**src/rtl/sprite_move_scheduler.sv**
```systemverilog
// sprite_move_scheduler
//   Once per frame, on entry to vertical blanking, picks one of two player
//   move requests (round-robin) and applies a single clamped step to the
//   shared sprite position. The position only changes inside blanking, so
//   the sprite never tears while active pixels are drawn.
//
// Ports
//   clk, rst        : system clock, asynchronous active-high reset
//   pixelx, pixely  : scan position from the VGA timing block
//   req1/dir1       : player 1 move request (level) and direction
//   req2/dir2       : player 2 move request (level) and direction
//                     direction: 0 = up, 1 = down, 2 = left, 3 = right
//   posx, posy      : sprite top-left corner
//   player          : last granted player (0 = none yet, 1, 2)
//   grant1, grant2  : one-cycle pulse while that player's move is applied
module sprite_move_scheduler #(
  parameter int H_ACTIVE = 640,
  parameter int V_ACTIVE = 480,
  parameter int SPRITE_W = 64,
  parameter int SPRITE_H = 64,
  parameter int STEP     = 4,
  parameter int START_X  = 288,
  parameter int START_Y  = 208
) (
  input  logic       clk,
  input  logic       rst,
  input  logic [9:0] pixelx,
  input  logic [9:0] pixely,
  input  logic       req1,
  input  logic [1:0] dir1,
  input  logic       req2,
  input  logic [1:0] dir2,
  output logic [9:0] posx,
  output logic [9:0] posy,
  output logic [1:0] player,
  output logic       grant1,
  output logic       grant2
);

  localparam logic [9:0]  V_BLANK = 10'(V_ACTIVE);
  localparam logic [10:0] STEP_W  = 11'(STEP);
  localparam logic [10:0] X_MAX   = 11'(H_ACTIVE - SPRITE_W);
  localparam logic [10:0] Y_MAX   = 11'(V_ACTIVE - SPRITE_H);

  typedef enum logic [1:0] {
    IDLE = 2'd0,
    ARB  = 2'd1,
    MOVE = 2'd2
  } state_t;

  state_t     state, state_nxt;
  logic       blank_p0, blank_p1, frame_tick;
  logic [1:0] last;
  logic [1:0] win;
  logic [1:0] win_p1;
  logic [1:0] dir_p1;

  // The frame boundary is decided by the line number alone.
  logic unused_pixelx;
  assign unused_pixelx = ^pixelx;

  // Step toward zero, saturating at 0.
  function automatic logic [9:0] step_dec(input logic [9:0] cur);
    logic [10:0] wide;
    wide     = {1'b0, cur};
    step_dec = (wide < STEP_W) ? 10'd0 : 10'(wide - STEP_W);
  endfunction

  // Step away from zero, saturating at lim (11-bit intermediate so the
  // sum near the top of the 10-bit range cannot wrap).
  function automatic logic [9:0] step_inc(input logic [9:0] cur,
                                          input logic [10:0] lim);
    logic [10:0] sum;
    sum      = {1'b0, cur} + STEP_W;
    step_inc = (sum > lim) ? 10'(lim) : 10'(sum);
  endfunction

  // Round-robin winner from the live request lines; only acted on in ARB.
  always_comb begin
    win = 2'd0;
    if (req1 && req2) begin
      win = (last == 2'd1) ? 2'd2 : 2'd1;
    end else if (req1) begin
      win = 2'd1;
    end else if (req2) begin
      win = 2'd2;
    end
  end

  always_comb begin
    state_nxt = state;
    case (state)
      IDLE:    if (frame_tick) state_nxt = ARB;
      ARB:     state_nxt = (win != 2'd0) ? MOVE : IDLE;
      MOVE:    state_nxt = IDLE;
      default: state_nxt = IDLE;
    endcase
  end

  // Stage p0/p1: blanking-entry edge detect, then control and outputs.
  always_ff @(posedge clk or posedge rst) begin
    if (rst) begin
      blank_p0   <= 1'b0;
      blank_p1   <= 1'b0;
      frame_tick <= 1'b0;
      state      <= IDLE;
      last       <= 2'd2;
      player     <= 2'd0;
      grant1     <= 1'b0;
      grant2     <= 1'b0;
      posx       <= 10'(START_X);
      posy       <= 10'(START_Y);
    end else begin
      blank_p0   <= (pixely == V_BLANK);
      blank_p1   <= blank_p0;
      frame_tick <= blank_p0 & ~blank_p1;
      state      <= state_nxt;
      grant1     <= 1'b0;
      grant2     <= 1'b0;
      if (state == ARB) begin
        grant1 <= (win == 2'd1);
        grant2 <= (win == 2'd2);
      end
      if (state == MOVE) begin
        player <= win_p1;
        last   <= win_p1;
        case (dir_p1)
          2'd0:    posy <= step_dec(posy);
          2'd1:    posy <= step_inc(posy, Y_MAX);
          2'd2:    posx <= step_dec(posx);
          default: posx <= step_inc(posx, X_MAX);
        endcase
      end
    end
  end

  // Stage p1: winner and its direction captured on leaving ARB.
  always_ff @(posedge clk) begin
    if (state == ARB) begin
      win_p1 <= win;
      dir_p1 <= (win == 2'd2) ? dir2 : dir1;
    end
  end

endmodule

```
**config.mk**
```make
export PLATFORM = sky130hd
export DESIGN_NAME = sprite_move_scheduler
export DESIGN_NICKNAME = d
export VERILOG_FILES = /design/src/rtl/sprite_move_scheduler.sv
export SDC_FILE = /design/constraint.sdc
export NUM_CORES = 1
export LEC_CHECK = 0
export ABC_AREA = 1
export CAP_MARGIN = 10
export CORE_UTILIZATION = 30
export CTS_BUF_LIST = sky130_fd_sc_hd__clkbuf_2 sky130_fd_sc_hd__clkbuf_4 sky130_fd_sc_hd__clkbuf_8
export CTS_CLUSTER_SIZE = 10
export DETAILED_ROUTE_END_ITERATION = 10
export PLACE_DENSITY_LB_ADDON = 0.08
export SYNTH_ARGS = -nofsm -noshare
export SYNTH_HDL_FRONTEND = slang
export SYNTH_SLANG_ARGS = --single-unit
export TNS_END_PERCENT = 100
```
**constraint.sdc**
```tcl
create_clock -name clk -period 4.2 [get_ports clk]
set_input_delay 0.84 -clock clk [delete_from_list [all_inputs] [get_ports clk]]
set_output_delay 0.84 -clock clk [all_outputs]
set_load 0.05 [all_outputs]
```
Yosys cells after proc, flatten, opt, wreduce, memory -nomap -nowiden
Cells that the tools add are included.
{"block": "totals", "in_bits": 28, "ff_bits": 35, "wordCells": 56, "out_inout_bits": 24}
{"block": "classes", "n_reduce_logical": 8, "n_eq_ne": 9, "n_addsub": 4, "n_bitwise": 3, "order_cmp": 4, "mux": 16}
{"operator": "$mux 10", "n": 4}
{"operator": "$pmux 10 s2", "n": 2}
{"operator": "$add 10x3->11 const B", "n": 2}
{"operator": "$lt 10x3->1 const B", "n": 2}
{"operator": "$sub 10x3->10 const B", "n": 2}
{"operator": "$mux 2", "n": 7}
{"operator": "$gt 11x10->1 const B", "n": 1}
{"operator": "$gt 11x9->1 const B", "n": 1}
{"operator": "$eq 10x9->1 const B", "n": 1}
{"operator": "$eq 2x1->1 const B", "n": 4}
{"operator": "$eq 2x2->1 const B", "n": 3}
{"operator": "$logic_not 2->1", "n": 2}
{"operator": "$pmux 2 s2", "n": 1}
{"operator": "$reduce_and 2->1", "n": 2}
{"operator": "$reduce_bool 2->1", "n": 2}
{"operator": "$mux 1", "n": 2}
{"operator": "$ne 2x2->1 const B", "n": 1}
{"operator": "$not 1->1", "n": 2}
{"operator": "$reduce_or 2->1", "n": 1}
{"operator": "$and 1x1->1", "n": 1}
{"operator": "$logic_and 1x1->1", "n": 1}

Depth between registers and ports, before layout
{"block": "depth", "depth_word": 6, "depth_mapped": 12, "ltp_nobuf": 12}

Worst setup path before layout
No wires, ideal clock.
{"block": "synth_path", "path_type": "register to register", "start": "reg posy[3]", "end": "reg posy[2]", "path_stages_with_launch": 11, "slack_ns": 2.208, "arrival_time_ns": 1.870, "path_buffers": 0, "path_cell_list": "dfrtp_1 ha_1 nand2_2 nor2_2 nor2_1 nor2_4 nand2_1 o21bai_2 nand3_2 nand2_1 o21ai_2"}
{"block": "synth_via", "elab_chain_len": 4}
{"element": "from (decl)", "line": "34", "source": "output logic [9:0] posy,"}
{"element": "from (signal assigned)", "line": "112", "source": "posy <= 10'(START_Y);"}
{"element": "from (signal assigned)", "line": "128", "source": "2'd0: posy <= step_dec(posy);"}
{"element": "from (signal assigned)", "line": "129", "source": "2'd1: posy <= step_inc(posy, Y_MAX);"}
{"element": "$add 10x3->11", "line": "74", "source": "sum = {1'b0, cur} + STEP_W;"}
{"element": "$gt 11x9->1", "line": "75", "source": "step_inc = (sum > lim) ? 10'(lim) : 10'(sum);"}
{"element": "$mux 10", "line": "75"}
{"element": "$pmux 10 s2 *", "line": "127", "source": "case (dir_p1)"}
Mark *: on every way between the ends. The rest lies on a longest branch, timed or not.
A chain may end at the register's enable or synchronous reset.

Worst setup path in the final report
{"block": "layout_path", "start": "reg posy[4]", "end": "out posy[4]"}
No word-level cell between the ends.

==> summary.txt <==
Status
  • Result of the run: complete, no violations

Timing
  • Max Clk Rate: 378 MHz
  • Final Skew: 0.00992 ns
  • Relative slew slack: 33.7%
  • Worst Max-Slew Pin Slew: 0.993 ns
  • Min Tclk post-route: 2.64 ns
  • Worst path setup slack after routing: 1.56 ns
  • Final TNS setup: 0 ns
  • Setup Viol. Count Final: 0
  • Final count of pins violating max slew: 0
  • Hold Violations, Final: 0
  • Part of the cycle the worst path needs: 63.0%
  • Unrepaired setup endpoints after global routing: no

Finish
  • Layout-stage area growth over the synthesis result: 23.9%
  • Fraction of layout instances using a drive strength above 1: 10.4%
  • Final nets: 387
  • End-of-flow core utilization: 38.3%
  • Final Instance Count excl. Fillers: 455
  • Antenna fix cells: 0
  • Filler cell count in the final layout: 798

Worst setup path
  • Number of cell instances on the worst register-to-register path: 9
  • Largest fanout on the critical path: 10
  • Data arrival, critical path: 1.80 ns
  • Element type at the critical path start: register
  • Count of buffer and inverter cells on the critical path: 1
  • FF-to-FF End: posy[2]
  • Minimum setup slack among reg-to-reg paths: 2.29 ns
  • Critical path capture point type: output port
  • Master of the slowest instance on the critical path: clkdlybuf4s50_1
  • Path type of the worst setup path: register to output port
  • Delay-heaviest family, CP: buffers and inverters
  • Required @ worst endpoint: 3.36 ns
  • Crit Reg-Reg Startpoint: posy[2]
  • Cell chain of the critical path: clkdlybuf4s50_1
  • Delay of the slowest critical-path stage: 0.85 ns

Detailed routing
  • Drt initial violations: 145
  • Post-detailed-route count of antenna-violating nets: 0
  • Number of vias per cell: 4.58
  • Total wire length after detailed routing: 5.42 mm
  • Pre-antenna DRT Iters: 4
  • Vias after detailed routing: 2,082
  • DRC violation count after routing: 0
  • Routed WL per cell: 11.9 µm

Synth
  • Xor/xnor share of the synthesized area: 5.86%
  • Number of enable-type register cells in the synthesized netlist: 4
  • Synthesized netlist cell count: 318
  • Post-synthesis instance area: 0.00224 mm²
  • Warnings from Yosys: 0
  • Cell accounting for the most synthesized area: dfrtp_1
  • Synth Area in Compound Gates: 9.32%
  • Share of the yosys chip area belonging to registers: 34.7%
  • Mean instance size in the synthesized netlist: 7.05 µm²
  • Async set-or-reset flop fraction in the synthesized netlist: 86.7%
  • Share of Yosys cell area claimed by the top area cell type: 22.3%
  • Dominant combinational cell family by area after synthesis: simple AND/OR/NAND/NOR gates
  • Number of distinct library cell variants in the gate-level netlist after synthesis: 36
  • Number of register bits inferred by synthesis: 30
  • Synth Area in Simple Gates: 36.1%
  • Main flop type after synthesis: dfrtp_1
  • Mux contribution to synthesized area: 0%
  • Main area contributors after synthesis: dfrtp_1, nand2_1, inv_1, dfstp_2, nor2_1
  • Adder-cell share of the synthesized area: 2.23%

Power
  • Clock group share of total power: 37.5%
  • Part of the total power dissipated in combinational logic: 16.3%
  • Switching fraction of total power: 30.0%
  • Total leakage power: 1.32 nW
  • Maximum vdd drop: 0.131 mV
  • Pwr/cell area: 246 mW/mm²
  • Net switching power: 0.205 mW
  • Part of the power in registers: 46.2%
  • Cell internal pwr: 0.477 mW

Clock tree
  • Clock slew at reported path FFs: 0.07 ns
  • Inserted Clock Buffers: 5
  • Total number of clock tree sinks: 30
  • Bufs on Longest Clock Path: 2
  • CTS H-tree depth: 2
  • CTS root buffer: clkbuf_8
  • CTS tree: done
  • Count of hold-fix buffers inserted at cts: 0
  • Post CTS Setup Buffer Count: 0
  • Quantity of gates resized following cts: 0
  • Clk Latency, worst-skew pair: 0.29 ns

GRT
  • Via count of the first global-routing pass: 1,935
  • GRT Total Usage: 15.7%
  • Antenna violations before repair: 0
  • Pin count of the biggest net entering global routing: 26
  • Wire length of the first global-routing pass: 9.31 mm
  • Total congestion overflow: 0

Die
  • Number of top-level pins: 52
  • Width of the chip: 88.5 µm
  • Die area: 0.00782 mm²
  • Area of the core region: 0.00725 mm²
  • Die Y-Extent: 88.5 µm
  • Starting utilization of the core area: 30.9%
  • Std-Cell Rows: 31

Flow run
  • Number of maximum-capacitance constraint violations: 0

Hold path
  • Cell depth of the worst hold path: 0
  • Hold wc startpoint: blank_p0
  • Type of the worst min-delay path: register to register
  • End of the worst hold path: blank_p1

Place
  • DP Cell Count: 447
  • Final weighted congestion in routability-driven placement: 0.818
  • Quantity of I/O buffers inserted on ports: 37
  • DPL Wire Length: 4.08 mm
  • Worst setup timing slack at the placement stage: 1.86 ns
[synthesized netlist by cell type, drive strengths merged (2+ instances only)]
library cell	instances
nor3	6
a21oi	9
xnor2	2
buf	8
o21ai	14
dfrtp	20
nand4	8
nor2	46
clkinv	2
nand3	30
edfxtp	4
xor2	13
nand2	75
ha	4
clkbuf	3
a31oi	3
a21boi	8
dfstp	6
inv	48
nand3b	3
[metal layers]
metal | global-route usage (%) | wire, µm | vias up
li1 | - | - | 1077
met1 | 22.5 | 2690 | 940
met2 | 23.0 | 2320 | 58
met3 | 4.29 | 356 | 7
met4 | 4.40 | 49 | 0
met5 | 0 | 0 | -
[final cells by class]
class / instances / area, µm² / share of cell area, %
inverter: 50 / 188 / 6.76
timing repair buffer: 38 / 378 / 13.6
sequential: 30 / 778 / 28.0
multi-input combinational: 230 / 1210 / 43.7
clock inverter: 2 / 12.5 / 0.450
tap: 99 / 124 / 4.46
clock buffer: 6 / 82.6 / 2.97
[registers in the layout, summed over array words and instances (netlist names)]
| name | cells |
|---|---|
| posy | 8 |
| win_p1 | 2 |
| grant2 | 1 |
| last | 1 |
| state | 2 |
| blank_p1 | 1 |
| player | 2 |
| grant1 | 1 |
| frame_tick | 1 |
| dir_p1 | 2 |
| blank_p0 | 1 |
| posx | 8 |
[worst max-delay path by stage]
stage          startpoint  cells past startpoint  slack, ns       to
3_5_place_dp      posy[4]                      1       1.86  posy[4]
3_3_place_gp      posy[4]                      1       1.85  posy[4]
6_report          posy[4]                      1       1.56  posy[4]
4_1_cts           posy[4]                      1       1.53  posy[4]
5_1_grt           posy[4]                      1       1.50  posy[4]
2_1_floorplan     posy[3]                     10       2.21  posy[2]
[cells by family after synthesis]
family / Yosys count
xor+xnor: 15
fa+ha+maj: 4
compound gates: 35
other cells: 1
buf+inv: 61
simple gates: 172
flops: 30
[through the flow]
step	area [µm²]	power (mW)	hold WS [ns]
2_1_floorplan	2250	0.396	0.354
3_3_place_gp	2680	0.432	0.357
3_5_place_dp	2680	0.433	0.359
4_1_cts	2780	0.689	0.375
5_1_grt	2780	0.716	0.377
6_report	2780	0.682	0.373
[placed cells by master, fill, tap and decap left out, types with 4 or more instances in the layout]
| master | count |
|---|---|
| nand3_2 | 5 |
| dfrtp_1 | 20 |
| nand2_1 | 72 |
| a21boi_1 | 8 |
| ha_1 | 4 |
| inv_1 | 45 |
| o21ai_0 | 12 |
| clkbuf_8 | 6 |
| nor3_1 | 5 |
| a21oi_1 | 9 |
| nand4_1 | 8 |
| dfstp_2 | 6 |
| nor2_1 | 39 |
| nor2_2 | 5 |
| nand3_1 | 24 |
| edfxtp_1 | 4 |
| conb_1 | 4 |
| clkdlybuf4s50_1 | 37 |
| xor2_1 | 13 |
[power groups by stage]
| stage | clock, mW | sequential, mW | combinational, mW |
|---|---|---|---|
| CTS | 0.262 | 0.315 | 0.112 |
| floorplan | 0 | 0.334 | 0.0619 |
| detailed placement | 0 | 0.321 | 0.112 |
| global placement | 0 | 0.321 | 0.111 |
| global route | 0.276 | 0.316 | 0.123 |
| finish | 0.256 | 0.315 | 0.111 |
No activity file was read; power rests on OpenSTA's default activity.
